### src/rtl/store_addr_queue.sv
`default_nettype none
// ============================================================================
//  Module      : store_addr_queue
//  Description : Program-ordered store address queue. Stores take an entry at
//                dispatch (circular tail), resolve their address and byte mask
//                out of order, and retire in order from the head. Each cycle
//                one load is checked against all stores older than it for
//                unresolved hazards and for a forwarding candidate.
//  Revision    : 1.0 - initial release
// ============================================================================
module store_addr_queue #(
    parameter int WIDTH  = 3,
    parameter int AWIDTH = 32
) (
    input  logic              i_clk,
    input  logic              i_rst_n,
    input  logic              i_flush,
    input  logic              i_alloc,
    output logic              o_alloc_ready,
    output logic [WIDTH-1:0]  o_alloc_idx,
    output logic [WIDTH:0]    o_alloc_tail,
    input  logic              i_res_en,
    input  logic [WIDTH-1:0]  i_res_idx,
    input  logic [AWIDTH-1:0] i_res_addr,
    input  logic [3:0]        i_res_mask,
    input  logic              i_retire,
    output logic              o_retire_ready,
    output logic [AWIDTH-1:0] o_retire_addr,
    output logic [3:0]        o_retire_mask,
    input  logic              i_ld_valid,
    input  logic [AWIDTH-1:0] i_ld_addr,
    input  logic [3:0]        i_ld_mask,
    input  logic [WIDTH:0]    i_ld_tail,
    output logic              o_ld_wait,
    output logic              o_ld_match,
    output logic [WIDTH-1:0]  o_ld_fwd_idx,
    output logic [WIDTH:0]    o_count,
    output logic              o_empty
);

    localparam int           SIZE  = 2 ** WIDTH;
    localparam logic [WIDTH:0] c_one  = (WIDTH+1)'(1);
    localparam logic [WIDTH:0] c_full = (WIDTH+1)'(SIZE);

    // Per-entry state and circular pointers (pointers carry a wrap bit).
    logic [SIZE-1:0]   r_valid;
    logic [SIZE-1:0]   r_resolved;
    logic [AWIDTH-1:0] r_addr [SIZE];
    logic [3:0]        r_mask [SIZE];
    logic [WIDTH:0]    r_head;
    logic [WIDTH:0]    r_tail;

    logic [WIDTH:0]    w_count;
    logic              w_full;
    logic [WIDTH-1:0]  w_head_idx;
    logic [WIDTH-1:0]  w_tail_idx;
    logic              w_alloc_take;
    logic              w_retire_take;
    logic              w_res_take;

    logic [WIDTH:0]    w_ld_span;
    logic [WIDTH-1:0]  w_dist    [SIZE];
    logic [SIZE-1:0]   w_older;
    logic [SIZE-1:0]   w_pending;
    logic [SIZE-1:0]   w_overlap;
    logic [WIDTH-1:0]  w_fwd_idx;
    logic [WIDTH-1:0]  w_scan;

    // Only the word part of the load address takes part in disambiguation.
    logic              w_unused_ld_lo;
    assign w_unused_ld_lo = ^i_ld_addr[1:0];

    assign w_count     = r_tail - r_head;
    assign w_full      = (w_count == c_full);
    assign w_head_idx  = r_head[WIDTH-1:0];
    assign w_tail_idx  = r_tail[WIDTH-1:0];

    // A same-cycle retire never frees space for a same-cycle alloc.
    assign w_alloc_take  = i_alloc && !w_full;
    assign w_retire_take = i_retire && o_retire_ready;
    assign w_res_take    = i_res_en && r_valid[i_res_idx];

    assign o_alloc_ready  = !w_full;
    assign o_alloc_idx    = w_tail_idx;
    assign o_alloc_tail   = r_tail;
    assign o_count        = w_count;
    assign o_empty        = (w_count == '0);
    assign o_retire_ready = r_valid[w_head_idx] && r_resolved[w_head_idx];
    assign o_retire_addr  = r_addr[w_head_idx];
    assign o_retire_mask  = r_mask[w_head_idx];

    // Number of queue slots, counted from the head, that precede the load.
    assign w_ld_span = i_ld_tail - r_head;

    // Per-entry age classification and overlap against the current load.
    for (genvar g = 0; g < SIZE; g++) begin : g_entry
        assign w_dist[g]    = WIDTH'(g) - w_head_idx;
        assign w_older[g]   = r_valid[g] && ({1'b0, w_dist[g]} < w_ld_span);
        assign w_pending[g] = w_older[g] && !r_resolved[g];
        assign w_overlap[g] = w_older[g] && r_resolved[g]
                              && (r_addr[g][AWIDTH-1:2] == i_ld_addr[AWIDTH-1:2])
                              && ((r_mask[g] & i_ld_mask) != 4'b0000);
    end

    // Walk from head toward tail so the youngest overlapping store wins.
    always_comb begin
        w_fwd_idx = '0;
        w_scan    = '0;
        for (int d = 0; d < SIZE; d++) begin
            w_scan = w_head_idx + WIDTH'(d);
            if (w_overlap[w_scan]) begin
                w_fwd_idx = w_scan;
            end
        end
    end

    assign o_ld_wait    = i_ld_valid && (|w_pending);
    assign o_ld_match   = i_ld_valid && (|w_overlap);
    assign o_ld_fwd_idx = (i_ld_valid && (|w_overlap)) ? w_fwd_idx : '0;

    // Queue state update: flush dominates; retire clears after a same-index resolve.
    always_ff @(posedge i_clk or negedge i_rst_n) begin
        if (!i_rst_n) begin
            r_valid    <= '0;
            r_resolved <= '0;
            r_head     <= '0;
            r_tail     <= '0;
            for (int i = 0; i < SIZE; i++) begin
                r_addr[i] <= '0;
                r_mask[i] <= '0;
            end
        end else if (i_flush) begin
            r_valid    <= '0;
            r_resolved <= '0;
            r_head     <= '0;
            r_tail     <= '0;
        end else begin
            if (w_res_take) begin
                r_addr[i_res_idx]     <= i_res_addr;
                r_mask[i_res_idx]     <= i_res_mask;
                r_resolved[i_res_idx] <= 1'b1;
            end
            if (w_retire_take) begin
                r_valid[w_head_idx]    <= 1'b0;
                r_resolved[w_head_idx] <= 1'b0;
                r_head                 <= r_head + c_one;
            end
            if (w_alloc_take) begin
                r_valid[w_tail_idx]    <= 1'b1;
                r_resolved[w_tail_idx] <= 1'b0;
                r_tail                 <= r_tail + c_one;
            end
        end
    end

endmodule
`default_nettype wire
### config.mk
export PLATFORM = sky130hd
export DESIGN_NAME = store_addr_queue
export DESIGN_NICKNAME = d
export VERILOG_FILES = /design/src/rtl/store_addr_queue.sv
export SDC_FILE = /design/constraint.sdc
export NUM_CORES = 1
export LEC_CHECK = 0
export BUFFER_PORTS_ARGS = -buffer_cell sky130_fd_sc_hd__buf_4
export CELL_PAD_IN_SITES_DETAIL_PLACEMENT = 0
export CELL_PAD_IN_SITES_GLOBAL_PLACEMENT = 1
export CORE_MARGIN = 2
export CORE_UTILIZATION = 23
export CTS_CLUSTER_SIZE = 28
export DETAILED_ROUTE_END_ITERATION = 6
export PLACE_DENSITY = 0.42
export SYNTH_ARGS = -nofsm -noshare
export SYNTH_HDL_FRONTEND = slang
export SYNTH_SLANG_ARGS = --single-unit
### constraint.sdc
create_clock -name i_clk -period 6.2 [get_ports i_clk]
set_clock_uncertainty 0.15 [all_clocks]
set_input_delay 0.62 -clock i_clk [delete_from_list [all_inputs] [get_ports i_clk]]
set_output_delay 0.62 -clock i_clk [all_outputs]
set_load 0.02 [all_outputs]
# ---- Word level (Yosys, flattened, before mapping)
# Cells that the tools add are included.
# W data, S select, Z words.
dict set report op_classes {
  eq_ne 9
  reduce_logical 73
  addsub 19
  n_lt_le_gt_ge 24
  bitwise_logic 18
  mux 63
}
# cell n
set op_table {}
lappend op_table {{$bwmux W256} 1}
lappend op_table {{$eq A30 B30 Y1} 8}
lappend op_table {{$bmux W32 S3} 1}
lappend op_table {{$demux W32 S3} 1}
lappend op_table {{$mux W32} 3}
lappend op_table {{$mux W8} 10}
lappend op_table {{$logic_and A1 B1 Y1} 50}
lappend op_table {{$lt A3 B4 Y1 const B} 10}
lappend op_table {{$bmux W1 S3} 11}
lappend op_table {{$and A4 B4 Y4} 8}
lappend op_table {{$bwmux W32} 1}
lappend op_table {{$lt A3 B4 Y1} 8}
lappend op_table {{$reduce_bool A4 Y1} 8}
lappend op_table {{$mux W4} 7}
lappend op_table {{$mux W3} 9}
lappend op_table {{$and A8 B8 Y8} 3}
lappend op_table {{$not A8 Y8} 2}
lappend op_table {{$or A8 B8 Y8} 2}
lappend op_table {{$reduce_or A8 Y1} 2}
lappend op_table {{$mux W1} 14}
lappend op_table {{$add A3 B3 Y3 const B} 4}
lappend op_table {{$bmux W4 S3} 1}
lappend op_table {{$demux W4 S3} 1}
lappend op_table {{$sub A3 B3 Y3 const A} 4}
lappend op_table {{17 further kinds} 37}
dict set report word_totals {
  out_inout_bits 55
  regBits 312
  in_bits 86
  wordCells 226
}

# ---- Logic depth before layout (Yosys ltp)
dict set report depth {
  ltp_word 17
  mapped_depth 16
  mapped_depth_nobuf 15
}

# ---- Worst setup path after synthesis
# No wires, ideal clock.
dict set report synth_timing {
  kind {register -> output}
  from {reg r_head[1]}
  to {out o_ld_fwd_idx[0]}
  path_stages_with_launch 17
  t_arrival_ns 4.500
  path_buffers 1
  t_required_ns 5.430
  slack_ns 0.930
  path_cell_list {dfrtp_1 > clkbuf_1 > inv_2 > fa_1 > inv_1 > ha_1 > inv_1 > a21o_1 > maj3_2 > and2_4 > or4_4 > mux2_4 > mux4_2 > a211oi_2 > a21oi_1 > o21ai_1 > o311a_1}
}
dict set report synth_between {
  elab_chain_cells 17
  elab_cells_between_ends 83
  cone_classes {add/sub (16); order compare (8); mux (25); reduce/logical (34)}
}
# item line
set synth_rtl {}
lappend synth_rtl {{start: declaration} 50} ;# logic [WIDTH:0] r_head;
lappend synth_rtl {{start signal: assignment} 146} ;# r_head <= r_head + c_one;
lappend synth_rtl {{$sub A4 B4 Y4, or another cell as far along} 93} ;# assign w_ld_span = i_ld_tail - r_head;
lappend synth_rtl {{$lt A3 B4 Y1} 98} ;# assign w_older[g] = r_valid[g] && ({1'b0, w_dist[g]} < w_ld_span);
lappend synth_rtl {{$logic_and A1 B1 Y1} 98}
lappend synth_rtl {{$logic_and A1 B1 Y1} 100} ;# assign w_overlap[g] = w_older[g] && r_resolved[g]
lappend synth_rtl {{$logic_and A1 B1 Y1} 101} ;# && (r_addr[g][AWIDTH-1:2] == i_ld_addr[AWIDTH-1:2])
lappend synth_rtl {{$logic_and A1 B1 Y1} 102} ;# && ((r_mask[g] & i_ld_mask) != 4'b0000);
lappend synth_rtl {{$bmux W1 S3} 111} ;# if (w_overlap[w_scan]) begin
lappend synth_rtl {{$mux W1 (implied by the code)} 111}
lappend synth_rtl {{$mux W3 (8 in a row)} 111}
lappend synth_rtl {{$mux W3 *} 119} ;# assign o_ld_fwd_idx = (i_ld_valid && (|w_overlap)) ? w_fwd_idx : '0;
lappend synth_rtl {{end: declaration} 36} ;# output logic [WIDTH-1:0] o_ld_fwd_idx,
# Mark *: on every way between the ends. The rest lies on a longest branch, timed or not. The select of a mux whose other input is x is not followed.

# ---- Worst setup path in the final report
dict set report layout_timing {
  from {reg r_head[0]}
  to {out o_ld_fwd_idx[0]}
}
# The elaborated chain is that of the path after synthesis.

==> impl_metrics.toml <==
[outcome]
status = "complete, no violations"

[worst_setup_path]
timing.critical_path.from_type = "flip-flop"
rr_worst_depth = 9
crit_type = "flip-flop to output port"
r2r-start = "r_head[2]$_DFFE_PN0P_"
endpoint_kind = "output port"
crit_end = "o_ld_fwd_idx[0]"
cp_cell_sequence = "nand2b_2, fa_1, inv_1, ha_1, inv_1, a21o_1, maj3_2, and2_4, or4_4, mux2_4, mux4_2, a211oi_2, a21oi_1, o311a_1, buf_4"
reg2reg_slack_ps = 2390
crit_start = "r_head[0]$_DFFE_PN0P_"
slowest_stage = "dfrtp_4"
cp.required_ps = 5430
arrival_ps = 5110
cpPeakStageDelay_ps = 570
crit_fanout = 12
crit_path_frequent_cell = "inv_1"
reg2reg_to = "r_valid[6]$_DFF_PN0_"

[cts]
post_cts_buffers = 0
cts_buffers = 40
htreeDepth = 2
clkSinkCount = 312
cts_tree = "yes"
cts_max_path_buffers = 3
root_buffer = "clkbuf_16"
clkSlewWorstSetupHoldPaths_ps = 60
clk_latency_ps = 560

[floorplan]
initial_core_util_pct = 23.3
die_x_um = 290
io_pins = 141
die-area_um2 = 83900
die_h_um = 290
rows = 104
core_area_um2 = 80700

[timing]
fin_crit_sh_pct = 94.9
setup_viol = 0
slew_headroom_pct = 27.8
rsz0062_at_grt = "no"
hold_viol = 0
tightest_slew_ps = 1080
tns_ps = 0
layout_min_cycle_time_ps = 5880
drv_slew = 0
max_freq_ghz = 0.170

[placement]
io_buffers = 138
gp_congestion = 0.949
place_hpwl_um = 57600
dp_cells = 2727

[yosys]
seq_area_frac_synth_pct = 41.6
postSynthCellCount = 1591
synthArstFlopShare_pct = 100
syn_nets = 1697
synth.cell_area_um2 = 18800
synth_seq_cells = 312
synthFlopType = "dfrtp_1"
ys_types = 71
ys_warn_count = 0
avgSynthCellArea_um2 = 11.8
synth-edff-count = 0

[finish]
finalNetCount = 1816
final_cells = 2795
area_growth_pct = 19.1
drive_above_1_share_pct = 36.3
diodes = 0

[detailed_routing]
wl_um = 79300
vias = 13700
drtAntennaViolNets = 0
viasPerCell = 4.90
avgRoutedWirePerCell_um = 28.4
drcViolationCount = 0
firstDrtPassIters = 5
drt_iter0_drc = 900

[run]
max_cap_violations = 0

[pwr]
leakagePower_nw = 9.17
max-vdd-ir-drop_uv = 155
power_per_cell_area_nw_per_um2 = 309

[grt]
grt_pass1_vias = 14100
grt_antenna_before_repair = 1
grt_overflow_total = 0
grt_pass1_wl_um = 112000
gr-usage-all-layers_pct = 18.9
grt_start_max_net_pins = 104

[hold_path]
min_path_type = "primary input to flip-flop"
repair_timing:
action,in CTS,in global routing
setup endpoints to repair,0,1
hold buffers,1,0
resized for setup,0,1
hold endpoints to repair,49,0
where the power goes:
| part | total, mW | leakage [nW] | switching, mW | internal (mW) |
|---|---|---|---|---|
| Sequential | 2.80 | 4.03 | 0.371 | 2.43 |
| Combinational | 1.80 | 4.53 | 0.982 | 0.815 |
| Clock | 2.31 | 0.613 | 0.940 | 1.37 |
worst max-delay path: cells and delay by family (launching register included):
kind	cells	cell delay, ps
adders and majority gates	3	1140
and+or+nand+nor	3	900
buffers and inverters	3	320
DFF	1	570
AOI/OAI and AO/OA	4	770
muxes	2	840
registers in the layout (all words and copies together) (netlist names):
register	flops
r_addr	256
r_head	4
r_resolved	8
r_valid	8
r_mask	32
o_alloc_tail	4
placed cells by master (no fill, tap or decap), types with 15 or more instances in the layout:
master,count
clkbuf_16,41
mux2i_1,17
mux2_2,295
xnor2_1,151
xor2_1,102
ha_1,18
inv_1,19
nor3_1,15
nor4_1,33
dfrtp_1,309
a21oi_1,41
nand2_1,154
nor2_1,51
buf_4,171
mux4_2,81
nand4_1,52
synth_stat cells (all sizes together) (5+ instances only):
| cell | n | area (um^2) |
|---|---|---|
| maj3 | 7 | 71.3 |
| mux2 | 296 | 3340 |
| nor2 | 57 | 214 |
| inv | 20 | 75.1 |
| a211oi | 8 | 65.1 |
| nand3 | 10 | 50.1 |
| clkbuf | 71 | 267 |
| and2 | 5 | 33.8 |
| nand2 | 154 | 578 |
| a22oi | 6 | 45.0 |
| o2111ai | 8 | 70.1 |
| nor3 | 17 | 85.1 |
| a221oi | 6 | 52.6 |
| xnor2 | 152 | 1340 |
| nor4 | 34 | 219 |
| xor2 | 102 | 893 |
| a22o | 5 | 43.8 |
| dfrtp | 312 | 7810 |
| o21ai | 12 | 60.1 |
| ha | 18 | 225 |
| nand4 | 52 | 325 |
| mux2i | 17 | 170 |
| a21oi | 41 | 205 |
| nand2b | 13 | 83.8 |
| buf | 26 | 124 |
| mux4 | 81 | 1820 |
layer usage:
layer  routed length (um)  track usage, %  up-vias
met2                37800            30.9      307
met3                 3010            2.41       63
met5                    8               0        -
met1                37400            26.8     7315
li1                     -               -     6017
met4                 1160            3.72        2
cell type report:
cell class	instances	area (um^2)
fill	8484	58300
multi-input combinational	1158	10500
sequential	312	7820
timing repair buffer	174	1330
tap	1060	1330
clock buffer	63	1210
inverter	24	90.1
clock inverter	4	47.5
worst min path at each step:
stage                                       start                     endpoint  slack [ps]  depth (start not counted)
after global routing               i_res_addr[17]       r_addr[49]$_DFFE_PN0P_         200                          2
after CTS                                i_retire        r_head[0]$_DFFE_PN0P_         180                          4
after detailed placement  r_addr[161]$_DFFE_PN0P_      r_addr[161]$_DFFE_PN0P_         340                          1
after floorplan                           i_rst_n  o_alloc_tail[0]$_DFFE_PN0P_         170                          0
final                              i_res_addr[17]      r_addr[113]$_DFFE_PN0P_         210                          2
after global placement    r_addr[224]$_DFFE_PN0P_      r_addr[224]$_DFFE_PN0P_         340                          1
kinds of logic after synthesis:
family	Yosys count	synth area share, %
fa+ha+maj	27	1.79
mux	394	28.4
xor+xnor	254	11.9
flops	312	41.6
simple gates	363	9.32
compound gates	120	4.41
buf+inv	121	2.56
metrics by stage:
| stage | utilization, % | setup WS, ps | power, mW | area (um^2) | hold WS, ps |
|---|---|---|---|---|---|
| detailed placement | 26.1 | 645 | 4.64 | 21100 | 342 |
| global route | 27.7 | 60.5 | 7.21 | 22400 | 203 |
| global placement | 26.1 | 622 | 4.63 | 21100 | 337 |
| finish | 27.7 | 317 | 6.91 | 22400 | 213 |
| CTS | 27.7 | 265 | 7.00 | 22300 | 179 |
| floorplan | - | 930 | 3.79 | 18800 | 174 |
No activity file was read; power rests on OpenSTA's default activity.
